--- config.mk ---
export PLATFORM = sky130hd
export DESIGN_NAME = round_sequencer
export DESIGN_NICKNAME = d
export VERILOG_FILES = /design/src/rtl/round_sequencer.sv
export SDC_FILE = /design/constraint.sdc
export NUM_CORES = 1
export LEC_CHECK = 0
export CAP_MARGIN = 5
export CORE_UTILIZATION = 53
export CTS_CLUSTER_SIZE = 16
export DETAILED_ROUTE_END_ITERATION = 8
export GPL_TIMING_DRIVEN = 0
export PLACE_DENSITY = 0.78
export RECOVER_POWER = 100
export SLEW_MARGIN = 25
export SYNTH_ARGS = -nofsm -noshare
export SYNTH_HDL_FRONTEND = slang
export SYNTH_SLANG_ARGS = --single-unit
--- constraint.sdc ---
create_clock -name clk -period 6.43 [get_ports clk]
set_input_delay 1.286 -clock clk [delete_from_list [all_inputs] [get_ports clk]]
set_output_delay 1.286 -clock clk [all_outputs]
set_load 0.01 [all_outputs]
--- src/rtl/round_sequencer.sv ---
// One play session: spawns a target per round in lanes 0..3, times the response window,
// and judges each round as a hit or a miss, keeping the session's score and miss counts.
module round_sequencer #(
  parameter int unsigned GAP_CYCLES     = 10_000_000,
  parameter int unsigned TIMEOUT_CYCLES = 50_000_000,
  parameter int unsigned STEP_CYCLES    = 2_000_000,
  parameter int unsigned ROUNDS         = 10,
  parameter logic [15:0] LFSR_SEED      = 16'hACE1
) (
  input  logic       clk,
  input  logic       rst,
  input  logic [2:0] state,
  // hit_valid is a single-cycle strobe with no ready: a move is consumed on the cycle it is
  // presented, judged only in SHOW, and silently dropped in every other state.
  input  logic       hit_valid,
  input  logic [1:0] hit_dir,
  output logic       target_valid,
  output logic [1:0] target_pos,
  output logic [3:0] score,
  output logic [3:0] miss,
  output logic       hit_pulse,
  output logic       miss_pulse,
  output logic       round_done,
  output logic [1:0] dbg_state
);

  typedef enum logic [1:0] {
    S_IDLE = 2'd0,
    S_GAP  = 2'd1,
    S_SHOW = 2'd2,
    S_DONE = 2'd3
  } fsm_t;

  localparam logic [2:0]  PLAYING  = 3'b010;
  localparam logic [31:0] GAP_LAST = 32'(GAP_CYCLES - 1);
  localparam logic [4:0]  ROUNDS_W = 5'(ROUNDS);

  fsm_t        fsm, fsm_n;
  logic [31:0] timer, timer_n;
  logic [15:0] lfsr, lfsr_n;
  logic [1:0]  prev_pos, prev_pos_n;
  logic        target_valid_n;
  logic [1:0]  target_pos_n;
  logic [3:0]  score_n, miss_n;
  logic        hit_pulse_n, miss_pulse_n, round_done_n;

  logic        playing;
  logic [31:0] window;
  logic [1:0]  spawn_pos;
  logic [4:0]  total_n;

  assign playing   = (state == PLAYING);
  assign window    = 32'(TIMEOUT_CYCLES) - 32'(score) * 32'(STEP_CYCLES);
  // Never show the same lane twice in a row.
  assign spawn_pos = (lfsr[1:0] == prev_pos) ? lfsr[1:0] + 2'd1 : lfsr[1:0];
  assign total_n   = {1'b0, score_n} + {1'b0, miss_n};
  assign dbg_state = fsm;

  always_ff @(posedge clk or posedge rst) begin
    if (rst) begin
      fsm          <= S_IDLE;
      timer        <= '0;
      lfsr         <= LFSR_SEED;
      prev_pos     <= '0;
      target_valid <= 1'b0;
      target_pos   <= '0;
      score        <= '0;
      miss         <= '0;
      hit_pulse    <= 1'b0;
      miss_pulse   <= 1'b0;
      round_done   <= 1'b0;
    end else begin
      fsm          <= fsm_n;
      timer        <= timer_n;
      lfsr         <= lfsr_n;
      prev_pos     <= prev_pos_n;
      target_valid <= target_valid_n;
      target_pos   <= target_pos_n;
      score        <= score_n;
      miss         <= miss_n;
      hit_pulse    <= hit_pulse_n;
      miss_pulse   <= miss_pulse_n;
      round_done   <= round_done_n;
    end
  end

  always_comb begin
    fsm_n          = fsm;
    timer_n        = timer;
    lfsr_n         = {lfsr[14:0], lfsr[15] ^ lfsr[13] ^ lfsr[12] ^ lfsr[10]};
    prev_pos_n     = prev_pos;
    target_valid_n = target_valid;
    target_pos_n   = target_pos;
    score_n        = score;
    miss_n         = miss;
    hit_pulse_n    = 1'b0;
    miss_pulse_n   = 1'b0;
    round_done_n   = round_done;

    case (fsm)
      S_IDLE: begin
        if (playing) begin
          score_n = '0;
          miss_n  = '0;
          timer_n = '0;
          fsm_n   = S_GAP;
        end
      end
      S_GAP: begin
        target_valid_n = 1'b0;
        if (!playing) begin
          timer_n = '0;
          fsm_n   = S_IDLE;
        end else if (timer == GAP_LAST) begin
          target_pos_n   = spawn_pos;
          prev_pos_n     = spawn_pos;
          target_valid_n = 1'b1;
          timer_n        = '0;
          fsm_n          = S_SHOW;
        end else begin
          timer_n = timer + 32'd1;
        end
      end
      S_SHOW: begin
        if (!playing) begin
          target_valid_n = 1'b0;
          timer_n        = '0;
          fsm_n          = S_IDLE;
        end else if (hit_valid || (timer == window - 32'd1)) begin
          // A move on the timeout cycle takes precedence over the timeout.
          if (hit_valid && (hit_dir == target_pos)) begin
            score_n     = score + 4'd1;
            hit_pulse_n = 1'b1;
          end else begin
            miss_n       = miss + 4'd1;
            miss_pulse_n = 1'b1;
          end
          target_valid_n = 1'b0;
          timer_n        = '0;
          if (total_n == ROUNDS_W) begin
            round_done_n = 1'b1;
            fsm_n        = S_DONE;
          end else begin
            fsm_n = S_GAP;
          end
        end else begin
          timer_n = timer + 32'd1;
        end
      end
      S_DONE: begin
        target_valid_n = 1'b0;
        if (!playing) begin
          round_done_n = 1'b0;
          fsm_n        = S_IDLE;
        end
      end
      default: fsm_n = S_IDLE;
    endcase
  end

endmodule

# After elaboration in Yosys (flattened, before gate mapping)

Index checks and enable logic that the tools add are counted.

Input port bits: 8
Word-level logic and storage cells: 91
Flip-flop bits (word level): 64

Equality and inequality tests: 16
Bitwise operators: 3
Multiplexer cells: 43
Reduce and logical (&&, ||, !) cells: 11
$add $sub $neg: 7
$mul: 1

Operators by type and width:

| cell                   | number |
|---|---|
| $mux 32                | 5 |
| $pmux 32 s3            | 1 |
| $add 32x1->32 const B  | 1 |
| $eq 32x24->1 const B   | 1 |
| $eq 32x32->1           | 1 |
| $mux 4                 | 8 |
| $sub 27x2->28 const B  | 1 |
| $sub 26x25->27 const A | 1 |
| $mul 4x14->18 const B  | 1 |
| $mux 1                 | 16 |
| $mux 2                 | 8 |
| $pmux 4 s2             | 2 |
| $ne 2x2->1 const B     | 5 |
| $add 4x1->4 const B    | 2 |
| $pmux 2 s4             | 1 |
| $ne 3x3->1 const B     | 2 |
| $reduce_bool 3->1      | 2 |
| $add 4x4->5            | 1 |
| $eq 5x4->1 const B     | 1 |
| $reduce_and 5->1       | 1 |
| $eq 2x2->1             | 2 |
| $eq 2x2->1 const B     | 2 |
| $reduce_and 2->1       | 2 |
| $reduce_and 4->1       | 1 |
| other kinds (11)       | 13 |

# Longest topological paths before layout

Gate-level depths: netlist of run 1.

Depth in word-level cells: 14
Mapped depth: 25

# Worst setup path before layout of run 1

Ideal clock, no wire load.

Path kind: register -> register
From: reg score[1]
To: reg fsm[1], in the netlist dbg_state[1]
Setup time: 0.087 ns
Path buffers: 0
Stages on the path, launching flop included: 25
Period minus slack after synthesis: 6.262 ns
Slack: 0.168 ns
Arrival time: 6.175 ns
Path through: dfrtp_1 -> inv_1 -> ha_1 -> fa_1 -> inv_1 -> fa_1 -> nand2b_1 -> a21oi_1 -> xnor2_1 -> a311oi_1 -> a211oi_1 -> xor2_1 -> nor4_2 -> xnor2_1 -> o31ai_4 -> and3_2 -> a221o_1 -> ha_1 -> fa_1 -> o32ai_1 -> and3_1 -> a21oi_1 -> nor3_1 -> nand4b_1 -> o211ai_1

Cells in the longest elaborated chain, start to end: 14

RTL lines:

| what                     | line | text |
|---|---|---|
| start: declaration       | 19   | `output logic [3:0] score,` |
| start signal: assignment | 79   | `score <= score_n;` |
| $mul 4x14->18            | 53   | `assign window = 32'(TIMEOUT_CYCLES) - 32'(score) * 32'(STEP_CYCLES);` |
| $sub 26x25->27           | 53   |  |
| $sub 27x2->28            | 129  | `end else if (hit_valid \|\| (timer == window - 32'd1)) begin` |
| $eq 32x32->1             | 129  |  |
| $logic_or 1x1->1         | 129  |  |
| $mux 4                   | 129  |  |
| $mux 4                   | 125  | `if (!playing) begin` |
| $pmux 4 s2               | 100  | `case (fsm)` |
| net miss_n[0]            | 44   | `logic [3:0] score_n, miss_n;` |
| $add 4x4->5              | 56   | `assign total_n = {1'b0, score_n} + {1'b0, miss_n};` |
| $eq 5x4->1               | 140  | `if (total_n == ROUNDS_W) begin` |
| $mux 2                   | 140  |  |
| $mux 2                   | 129  |  |
| $mux 2                   | 125  |  |
| $pmux 2 s4               | 100  |  |
| end signal: assignment   | 73   | `fsm <= fsm_n;` |
| end: declaration         | 38   | `fsm_t fsm, fsm_n;` |

The timed path passes the listed nets, and every way through them passes these cells. The select of a mux whose other input is x is not followed.
A chain may end at the register's enable or synchronous reset.

# Worst setup path after layout of run 1

Ends and elaborated chain as after synthesis.

==> results.md, run 1 <==
* Area enclosed by the die boundary at 11100 sq um
* Summed instance area of the synthesized netlist at 5680 sq um
* Worst slack at placement at -0.714 ns
* Routability cong. at roughly 0.80
* Worst Setup End Kind: register
* Area growth from synthesis to layout at 18.2%
* Post-detailed-route count of antenna-violating nets at 0
* Top post-synthesis cells by area: sky130_fd_sc_hd__dfrtp_1 (25%), sky130_fd_sc_hd__ha_1 (7.3%), sky130_fd_sc_hd__o221ai_2 (7.1%), sky130_fd_sc_hd__nand2_1 (6.3%), sky130_fd_sc_hd__xnor2_1 (5.7%)
* Cell count of the worst hold path at 0
* Port Buffers at 23
* Sequential Area at 1620 sq um
* Start-to-end type of the worst setup path: register to register
* Fraction of layout instances using a drive strength above 1 at 0.177
* #FFs+latches synth at 64
* Number of fill cells at between 800 and 900
* Starting Density at 0.548
* Number of antenna violations at the first check in global routing at 0
* Failing checks: capacitance limit, slew limit
* CP max FO at 6
* Clock network fraction of design power at 0.427
* Area share of the largest cell type after synthesis at 0.247
* Max-Slew Margin vs Limit at -0.191
* Final hold vios at 0
* Nets at 744
* Sink of the worst hold path: lfsr[9]
* Count of final max-slew check failures at 33
* WP data required at 6.69 ns
* Critical path depth at 23
* Number of cells traversed by the worst register-to-register path at 23
* Most frequently used flop master after synthesis: sky130_fd_sc_hd__dfrtp_1
* Cells after DPL at 809
* PD cells at around 150 nW/um^2
* Average footprint of a synthesized cell at 8.75 sq um
* Die width at 106 um
* Design internal power at 712 uW
* Worst R2R Start: score[1]
* NetSw at 327 uW
* Final setup margin at around 0.068 ns
* Insertion delay of the later-clocked pin in the worst-skew pair at around 0.35 ns
* CTS Hold Buffers Added at 0
* Most area-hungry cell type in the Yosys netlist: sky130_fd_sc_hd__dfrtp_1
* Net count after synthesis at 696
* Fraction of power spent switching nets at 0.315
* Worst Path Arrival at ~6.6 ns
* Setup clock skew after layout at 0.0136 ns
* Sum Neg Setup Slack at 0 ns
* Chain of cells forming the critical path: buf_4 -> fa_1 -> fa_1 -> ha_4 -> o21a_1 -> a21oi_1 -> o21ai_0 -> xor2_2 -> xnor3_1 -> nor2_1 -> a32o_2 -> o211ai_4 -> o31ai_4 -> a31oi_1 -> a221o_1 -> ha_1 -> fa_1 -> o32ai_1 -> and3_4 -> a21oi_1 -> nor3_1 -> nand4b_1 -> o211ai_1
* Post-route fraction of the period consumed by the critical path at 0.989
* Post-Route WL at 14.8 mm
* Cells after Synth at 649
* Worst-Margin Slew at 1.79 ns
* Number of DRC markers after the initial detailed-route iteration at 528
* Reported max-cap violation count at 1
* HPWL after detailed placement at between 9 and 10 mm
* Minimum clock period at 6.36 ns
* GRT Resource Usage Total at 0.263
* Vias per inst at 6.13
* Proportion of synthesized chip area in sequential cells at 0.284
* Sum of internal, switching and leakage power at 1.04 mW
* Core occupancy in the finished layout at 0.647
* Path type of the worst min-delay path: register to register
* Maximum number of pins on one net before global-route repair at 34
* Library cell contributing the largest single delay on the critical path: sky130_fd_sc_hd__fa_1
* Capture point of the worst reg-to-reg path: dbg_state[1]
* Post-synth ARST share at 1.00
* Clk Tree Root Cell: sky130_fd_sc_hd__clkbuf_8
* First-pass detailed-route iteration total at 7
* Crit. Startpoint: score[1]
* Number of placement rows at 37
* Kind of start point of the critical path: register
* Drt wl/cell at 17.6 um
* Top Ports at 24
* TritonCTS clock tree: built
* DRC violations left at 0
* Buffers and inverters on the worst path at 1
* Vertical extent of the die at 106 um
* Final non-filler cell total at 838
* Post-CTS clock slew at the launch and capture registers of the worst setup and hold paths at 0.09 ns
* Total number of H-tree levels at 3
* Sequential group share of total power at 0.397
* Placeable Area at 10400 sq um
* Buffer depth of the longest clock path at 2
* Yosys Warn Count at 0
* Num Clock Sinks at 64
* Number of global-route vias before repair at 4928
* Maximum ir drop on the vdd rail at 0.000172 V
* Antenna diodes at 0
* Sum of overflow across all layers after global routing at 0
* Power share of the combinational group at 0.176
* Library cells used by synthesis at 82
* Static Leakage at ~2.9 nW
* Via count at 5136
* Number of CTS-inserted buffers at 9
* First-pass GRT wire length at 23.5 mm
* Outcome: finished, violations left
* Min-delay src: lfsr[8]
* Maximum achievable frequency at 157 MHz
* Crit-path leading delay family: compound AO/OA/AOI/OAI gates
* Area of the multi-input gates at slightly above 4000 sq um
* Slowest Stage Delay on Critical Path at 0.60 ns
* Most frequent cell on the critical path: sky130_fd_sc_hd__fa_1
* Setup Viol. Count Final at 0
* Number of enable flip-flop cells after synthesis at 0
* Minimum setup slack among reg-to-reg paths at slightly below 0.07 ns
[per-stage QoR]
stage               instance area, sq um  hold WS (ns)
global placement                    6080         0.340
finish                              6710         0.353
CTS                                 6440         0.360
global route                        6710         0.369
floorplan                           5680         0.331
detailed placement                  6100         0.337
[repair_timing]
item                                    4_1_cts  5_1_grt
cloned                                        0        1
gates resized for setup                      10       38
endpoints found under the setup margin        2        2
pin swaps                                     1       14
buffers inserted                              6        7
[power by group through the flow]
stage          clock network, mW  logic [mW]  registers [mW]
2_1_floorplan                  0       0.123           0.421
3_3_place_gp                   0       0.173           0.420
3_5_place_dp                   0       0.179           0.421
4_1_cts                    0.452       0.182           0.413
5_1_grt                    0.464       0.202           0.414
6_report                   0.444       0.182           0.412
[cell families after synthesis]
kind of cell,share of synthesized area
adder cells (fa/ha/maj),0.0939
AND/OR/NAND/NOR,0.273
XOR/XNOR,0.0895
flip-flops,0.284
buffers and inverters,0.0419
AO/OA/AOI/OAI,0.207
multiplexers,0.0112
[final cells by class]
type / count / area share
multi-input cells: 529 / 0.610
well taps: 136 / 0.0254
repair buffers: 37 / 0.0513
flip-flops and latches: 64 / 0.241
inverters: 22 / 0.0130
clock buffers: 9 / 0.0185
plain buffers: 34 / 0.0226
clock inverters: 7 / 0.0186
[flip-flops by register name, indices dropped and copies added (netlist names)]
| name | flops |
|---|---|
| hit_pulse | 1 |
| score | 4 |
| miss_pulse | 1 |
| target_valid | 1 |
| timer | 32 |
| dbg_state | 2 |
| lfsr | 16 |
| round_done | 1 |
| miss | 4 |
| prev_pos | 2 |
[metal layers]
metal  up-vias  GRT usage  part of all wire
met5         -          0                 0
met3        34     0.0383             0.045
li1       2454          -                 -
met1      2484      0.354              0.44
met4         0     0.0764             0.022
met2       164      0.439              0.49
[worst max-delay path by stage]
stage,to,slack [ns]
detailed placement,dbg_state[1],-0.71
finish,dbg_state[1],0.07
global placement,dbg_state[1],-0.64
global route,dbg_state[1],-0.15
CTS,dbg_state[1],0.004
floorplan,dbg_state[1],0.17
[Yosys cell counts (4+ instances only)]
master,number
sky130_fd_sc_hd__and2_1,27
sky130_fd_sc_hd__nor3_1,16
sky130_fd_sc_hd__fa_1,6
sky130_fd_sc_hd__a32oi_1,4
sky130_fd_sc_hd__clkbuf_1,22
sky130_fd_sc_hd__a21oi_1,15
sky130_fd_sc_hd__xnor2_1,37
sky130_fd_sc_hd__nand2b_1,5
sky130_fd_sc_hd__o21ai_0,15
sky130_fd_sc_hd__nor2_1,55
sky130_fd_sc_hd__nor4_1,4
sky130_fd_sc_hd__and3_1,9
sky130_fd_sc_hd__ha_1,33
sky130_fd_sc_hd__inv_1,22
sky130_fd_sc_hd__o211ai_1,7
sky130_fd_sc_hd__nand4_1,9
sky130_fd_sc_hd__a22o_1,5
sky130_fd_sc_hd__dfrtp_1,56
sky130_fd_sc_hd__o221ai_2,27
sky130_fd_sc_hd__buf_1,9
sky130_fd_sc_hd__o211ai_2,4
sky130_fd_sc_hd__xor2_1,14
sky130_fd_sc_hd__nor3b_1,8
sky130_fd_sc_hd__nand3_1,27
sky130_fd_sc_hd__nor2b_1,11
sky130_fd_sc_hd__o21a_1,5
sky130_fd_sc_hd__nand2_1,96
sky130_fd_sc_hd__and4_1,6
sky130_fd_sc_hd__a31oi_1,8
sky130_fd_sc_hd__dfstp_2,8
[cell usage in the layout, fill, tap and decap left out, drive strengths merged, types with 4 or more instances in the layout]
cell | netlist | layout
a21oi | 15 | 15
a22o | 5 | 5
a31oi | 8 | 8
a32oi | 4 | 4
and2 | 28 | 28
and3 | 10 | 10
and4 | 6 | 6
buf | 13 | 26
clkbuf | 22 | 31
clkdlybuf4s50 | 0 | 7
dfrtp | 56 | 56
dfstp | 8 | 8
dlygate4sd3 | 0 | 16
fa | 6 | 6
ha | 33 | 33
inv | 22 | 23
nand2 | 96 | 96
nand2b | 5 | 5
nand3 | 27 | 27
nand4 | 9 | 9
nor2 | 56 | 56
nor2b | 11 | 11
nor3 | 16 | 16
nor3b | 9 | 9
nor4 | 6 | 6
o211ai | 11 | 11
o21a | 5 | 5
o21ai | 18 | 18
o221ai | 27 | 27
o31ai | 4 | 4
or2 | 4 | 4
or4 | 4 | 4
xnor2 | 38 | 39
xor2 | 14 | 14
(Power assumes the default switching activity.)
==> run 2: changes to the inputs <==
==> constraint.sdc (replaced) <==
create_clock -name clk -period 5.47 [get_ports clk]
set_input_delay 1.094 -clock clk [delete_from_list [all_inputs] [get_ports clk]]
set_output_delay 1.094 -clock clk [all_outputs]
set_load 0.01 [all_outputs]
==> results.md, run 2 (synthesis gave the netlist of run 1 again) <==
* Final hold vios at 0
* Sum of internal, switching and leakage power at 1.11 mW
* Post-route fraction of the period consumed by the critical path at 1.08
* Register with the most flip-flops: timer
* Path type of the worst min-delay path: register to register
* Post-detailed-route count of antenna-violating nets at 0
* Die width at 106 um
* Kind of start point of the critical path: register
* Clk Tree Root Cell: sky130_fd_sc_hd__clkbuf_8
* Port Buffers at 23
* Total number of H-tree levels at 3
* PD cells at between 150 and 200 nW/um^2
* Area enclosed by the die boundary at about 11000 sq um
* WP data required at around 5.7 ns
* Fraction of layout instances using a drive strength above 1 at 0.209
* Sum of overflow across all layers after global routing at 0
* Leading cell type in the layout, fill and taps excluded: sky130_fd_sc_hd__nand2_1
* DRC violations left at 0
* Sum Neg Setup Slack at -0.862 ns
* Buffer depth of the longest clock path at 2
* Worst Path Arrival at 6.19 ns
* GRT Resource Usage Total at 0.262
* Setup Viol. Count Final at 2
* Antenna diodes at 0
* Num Clock Sinks at 64
* Insertion delay of the later-clocked pin in the worst-skew pair at ~0.35 ns
* Start-to-end type of the worst setup path: register to register
* CTS Hold Buffers Added at 0
* Maximum ir drop on the vdd rail at 0.000204 V
* First-pass detailed-route iteration total at 5
* Vertical extent of the die at 106 um
* Number of placement rows at 37
* Count of final max-slew check failures at between 40 and 50
* Via count at 5174
* Static Leakage at between 2 and 3 nW
* First-pass GRT wire length at ~24 mm
* Post-Route WL at 14.3 mm
* Final setup margin at -0.463 ns
* Nets at 760
* Fraction of power spent switching nets at 0.331
* Minimum clock period at around 6 ns
* CP max FO at 6
* Clock network fraction of design power at 0.367
* Setup clock skew after layout at 0.0103 ns
* Worst-Margin Slew at 2.28 ns
* Starting Density at 0.548
* Drt wl/cell at 16.8 um
* HPWL after detailed placement at 9.91 mm
* Area growth from synthesis to layout at 20.4%
* Number of global-route vias before repair at 5004
* TritonCTS clock tree: built
* Top Ports at 24
* Routability cong. at around 0.86
* Post-CTS clock slew at the launch and capture registers of the worst setup and hold paths at 0.08 ns
* Number of antenna violations at the first check in global routing at 0
* Max-Slew Margin vs Limit at -0.520
* NetSw at 368 uW
* Setup repair after global routing missed its margin: true
* Maximum achievable frequency at 169 MHz
* Failing checks: capacitance limit, slew limit, setup timing
* Outcome: finished, violations left
* Most frequent cells in the layout: sky130_fd_sc_hd__nand2_1 (96), sky130_fd_sc_hd__nor2_1 (54), sky130_fd_sc_hd__dfrtp_1 (52)
* Placeable Area at 10400 sq um
* Vias per inst at 6.06
* Number of flip-flops in the largest register at 32
* Sequential group share of total power at 0.437
* Maximum number of pins on one net before global-route repair at 43
* Number of CTS-inserted buffers at 9
* Design internal power at 742 uW
* Number of DRC markers after the initial detailed-route iteration at roughly 280
* Reported max-cap violation count at 1
* Worst Setup End Kind: register
* Worst slack at placement at -0.740 ns
* Power share of the combinational group at 0.197
* Largest registers: timer x32, lfsr x16
## run 2: area by class of cell
class	count	area, sq um
clock buffers	9	124
plain buffers	34	151
clock inverters	7	71.3
inverters	22	88.8
flip-flops and latches	64	1620
repair buffers	54	463
fillers	803	3530
multi-input cells	528	4150
well taps	136	170
## run 2: layer usage
layer,track usage,vias to the layer above,share of wire
li1,-,2480,-
met1,0.336,2530,0.44
met2,0.454,135,0.50
met3,0.0383,29,0.039
met4,0.0833,0,0.022
met5,0,-,0
## run 2: worst paths after layout
| path | endpoint | from | slack, ns | depth (start not counted) |
|---|---|---|---|---|
| max | dbg_state[1] | score[1] | -0.46 | 23 |
| min | lfsr[9] | lfsr[8] | 0.36 | 0 |
| max reg2reg | dbg_state[1] | score[1] | -0.46 | 23 |
| min reg2reg | lfsr[9] | lfsr[8] | 0.36 | 0 |
| max in group asynchronous | score[1] | rst | 1.36 | 3 |
| min in group asynchronous | timer[27] | rst | 1.35 | 2 |
## run 2: critical path, stage by stage, from the launching register on
cell,delay (ns)
sky130_fd_sc_hd__dfrtp_2,0.49
sky130_fd_sc_hd__fa_1,0.57
sky130_fd_sc_hd__fa_1,0.47
sky130_fd_sc_hd__ha_4,0.38
sky130_fd_sc_hd__buf_6,0.13
sky130_fd_sc_hd__nand2b_4,0.07
sky130_fd_sc_hd__a21oi_4,0.26
sky130_fd_sc_hd__xnor2_4,0.17
sky130_fd_sc_hd__and4_4,0.26
sky130_fd_sc_hd__xnor3_1,0.25
sky130_fd_sc_hd__nor2_1,0.12
sky130_fd_sc_hd__a32o_1,0.18
sky130_fd_sc_hd__o211ai_2,0.14
sky130_fd_sc_hd__o31ai_4,0.39
sky130_fd_sc_hd__a31oi_1,0.14
sky130_fd_sc_hd__a221o_1,0.32
sky130_fd_sc_hd__ha_2,0.20
sky130_fd_sc_hd__fa_2,0.35
sky130_fd_sc_hd__o32ai_2,0.27
sky130_fd_sc_hd__and3_4,0.25
sky130_fd_sc_hd__a21oi_2,0.06
sky130_fd_sc_hd__nor3_2,0.14
sky130_fd_sc_hd__nand4b_1,0.12
sky130_fd_sc_hd__o211ai_1,0.12
## run 2: power by group through the flow
| stage | clock, mW | sequential (mW) | combinational (mW) |
|---|---|---|---|
| floorplan | 0 | 0.495 | 0.145 |
| global placement | 0 | 0.494 | 0.203 |
| detailed placement | 0 | 0.494 | 0.210 |
| CTS | 0.414 | 0.485 | 0.217 |
| global route | 0.434 | 0.486 | 0.239 |
| finish | 0.407 | 0.485 | 0.218 |
## run 2: timing repair
item	in CTS	in global routing
pin swaps	19	13
resized for setup	18	14
endpoints found under the setup margin	2	2
setup buffers	20	10
## run 2: per-stage QoR
stage | cells | cell area, sq um | hold slack (ns) | utilization
finish | 854 | 6840 | 0.355 | 0.659
global route | 854 | 6840 | 0.364 | 0.659
CTS | 844 | 6710 | 0.362 | 0.647
detailed placement | 809 | 6230 | 0.339 | 0.601
global placement | 808 | 6210 | 0.338 | 0.599
floorplan | 649 | 5810 | 0.331 | -
==> run 3: changes to the inputs <==
--- a/config.mk
+++ b/config.mk
@@ -12,6 +12,7 @@
 export GPL_TIMING_DRIVEN = 0
 export PLACE_DENSITY = 0.78
 export RECOVER_POWER = 100
+export SKIP_CTS_REPAIR_TIMING = 1
 export SLEW_MARGIN = 25
 export SYNTH_ARGS = -nofsm -noshare
 export SYNTH_HDL_FRONTEND = slang
==> results.md, run 3 (synthesis gave the netlist of run 1 again) <==
* Most congested layer reported by global routing: met2
* Largest registers: timer x32, lfsr x16
* Fraction of power spent switching nets at 0.330
* Top Ports at 24
* Min-delay src: lfsr[8]
* Number of global-route vias before repair at 4800
* Number of placement rows at 37
* Maximum achievable frequency at 165 MHz
* Final non-filler cell total at 845
* Die width at 106 um
* Via count at between 5k and 6k
* Sum Neg Setup Slack at -1.08 ns
* Fraction of layout instances using a drive strength above 1 at 0.193
* Number of antenna violations at the first check in global routing at 0
* Worst-Margin Slew at ~2.3 ns
* Register with the most flip-flops: timer
* Cells after DPL at just over 800
* Library cell contributing the largest single delay on the critical path: sky130_fd_sc_hd__fa_1
* Post-CTS clock slew at the launch and capture registers of the worst setup and hold paths at 0.08 ns
* Final setup margin at -0.590 ns
* Clock network fraction of design power at 0.369
* Buffer depth of the longest clock path at 2
* Worst Setup End Kind: register
* Minimum clock period at about 6.1 ns
* Post-detailed-route count of antenna-violating nets at 0
* Nets at 751
* Drt wl/cell at between 15 and 20 um
* Antenna diodes at 0
* Routing usage on met2 at 0.420
* Port Buffers at 23
* Routability cong. at 0.856
* PD cells at ~160 nW/um^2
* Outcome: finished, violations left
* Setup Viol. Count Final at 2
* Count of final max-slew check failures at 43
* Insertion delay of the later-clocked pin in the worst-skew pair at 0.35 ns
* Maximum number of pins on one net before global-route repair at 43
* Hold slack final at 0.356 ns
* Area growth from synthesis to layout at 18.3%
* NetSw at between 300 and 400 uW
* Number of flip-flops in the largest register at 32
* Leading cell type in the layout, fill and taps excluded: sky130_fd_sc_hd__nand2_1
* Placeable Area at 10400 sq um
* TritonCTS clock tree: built
* Crit-path leading delay family: compound AO/OA/AOI/OAI gates
* Sink of the worst hold path: lfsr[9]
* Post-Route WL at 13.9 mm
* Vertical extent of the die at 106 um
* CP max FO at 7
* Capture point of the worst reg-to-reg path: dbg_state[1]
* Power share of the combinational group at 0.191
* Worst slack at placement at -0.740 ns
* Sum of overflow across all layers after global routing at 0
* Starting Density at 0.548
* Num Clock Sinks at 64
* Setup repair after global routing missed its margin: true
* Chain of cells forming the critical path: fa_1 -> fa_1 -> ha_4 -> a211o_1 -> o21ai_4 -> xnor2_4 -> or4b_4 -> o211ai_1 -> o21a_2 -> a41oi_2 -> a31o_2 -> o31ai_4 -> a31oi_1 -> a221o_1 -> ha_2 -> fa_2 -> o32ai_2 -> and3_4 -> a21oi_1 -> nor3_1 -> nand4b_1 -> o211ai_1
* Minimum setup slack among reg-to-reg paths at -0.59 ns
* Final hold vios at 0
* Failing checks: capacitance limit, slew limit, setup timing
* DRC violations left at 0
* Setup clock skew after layout at just over 0.008 ns
* Clk Tree Root Cell: sky130_fd_sc_hd__clkbuf_8
* Max-Slew Margin vs Limit at -0.533
* WP data required at 5.73 ns
* Final std cell area, no fill at 6720 sq um
* Kind of start point of the critical path: register
* Number of CTS-inserted buffers at 9
* Path type of the worst min-delay path: register to register
* GRT Resource Usage Total at 0.250
* Met3 Usage GRT at 0.0390
* Number of DRC markers after the initial detailed-route iteration at 211
* Cell count of the worst hold path at 0
* First-pass detailed-route iteration total at 5
* Reported max-cap violation count at 1
* Static Leakage at between 2 and 3 nW
* HPWL after detailed placement at 9.91 mm
* Area enclosed by the die boundary at ~11000 sq um
* Sequential group share of total power at 0.439
* Vias per inst at 6.03
* Start-to-end type of the worst setup path: register to register
* Maximum ir drop on the vdd rail at 0.000203 V
* Total number of H-tree levels at 3
* Worst R2R Start: score[1]
* Number of fill cells at 811
* Worst Path Arrival at 6.32 ns
* Buffers and inverters on the worst path at 0
* Post-route fraction of the period consumed by the critical path at 1.11
* First-pass GRT wire length at 22.6 mm
* Slowest Stage Delay on Critical Path at 0.61 ns
* Met1 track utilization from global routing at 0.329
* Most frequent cells in the layout: sky130_fd_sc_hd__nand2_1 (96), sky130_fd_sc_hd__nor2_1 (54), sky130_fd_sc_hd__dfrtp_1 (52)
* Design internal power at 739 uW
* Area post-placement at 6230 sq um
* Number of cells traversed by the worst register-to-register path at 22
==> run 3: cell count changes in the layout (fill, tap and decap cells not counted), moves of 2 or more <==
cell                      delta
sky130_fd_sc_hd__buf_4      -10
sky130_fd_sc_hd__a21oi_1     +2
sky130_fd_sc_hd__a21oi_2     -2
sky130_fd_sc_hd__nor3_1      +2
sky130_fd_sc_hd__nor3_2      -2
sky130_fd_sc_hd__xnor2_2     +2
sky130_fd_sc_hd__xnor2_4     -2
==> run 3: area by class of cell <==
cell class,count,area (sq um),area share
Clock buffer,9,124,0.0184
Sequential cell,64,1620,0.241
Clock inverter,7,71.3,0.0106
Inverter,22,88.8,0.0132
Buffer,34,151,0.0225
Tap cell,136,170,0.0253
Multi-Input combinational cell,528,4110,0.612
Timing Repair Buffer,45,387,0.0575
==> run 3: worst max path at each step <==
| stage | start | to | slack (ns) | cells after the start |
|---|---|---|---|---|
| detailed placement | score[1] | dbg_state[1] | -0.74 | 24 |
| global placement | score[3] | dbg_state[1] | -0.53 | 24 |
| global route | score[1] | dbg_state[1] | -0.88 | 22 |
| floorplan | score[2] | dbg_state[1] | -0.03 | 22 |
| finish | score[1] | dbg_state[1] | -0.59 | 22 |
| CTS | score[3] | dbg_state[1] | -0.81 | 24 |
==> run 3: power by group through the flow <==
stage          clock (mW)  combinational [mW]  sequential (mW)
5_1_grt             0.438               0.233            0.486
2_1_floorplan           0               0.145            0.495
4_1_cts             0.414               0.211            0.485
3_5_place_dp            0               0.210            0.494
3_3_place_gp            0               0.203            0.494
6_report            0.408               0.211            0.485
==> run 3: per-stage QoR <==
step / utilization / total power [mW]
floorplan: - / 0.640
global placement: 0.599 / 0.696
CTS: 0.620 / 1.11
global route: 0.648 / 1.16
finish: 0.648 / 1.10
detailed placement: 0.601 / 0.704
==> run 3: routing by layer <==
layer  wire length [um]  part of all wire
met5                  0                 0
met4                320             0.023
met3                558             0.040
met2               6800              0.49
met1               6210              0.45
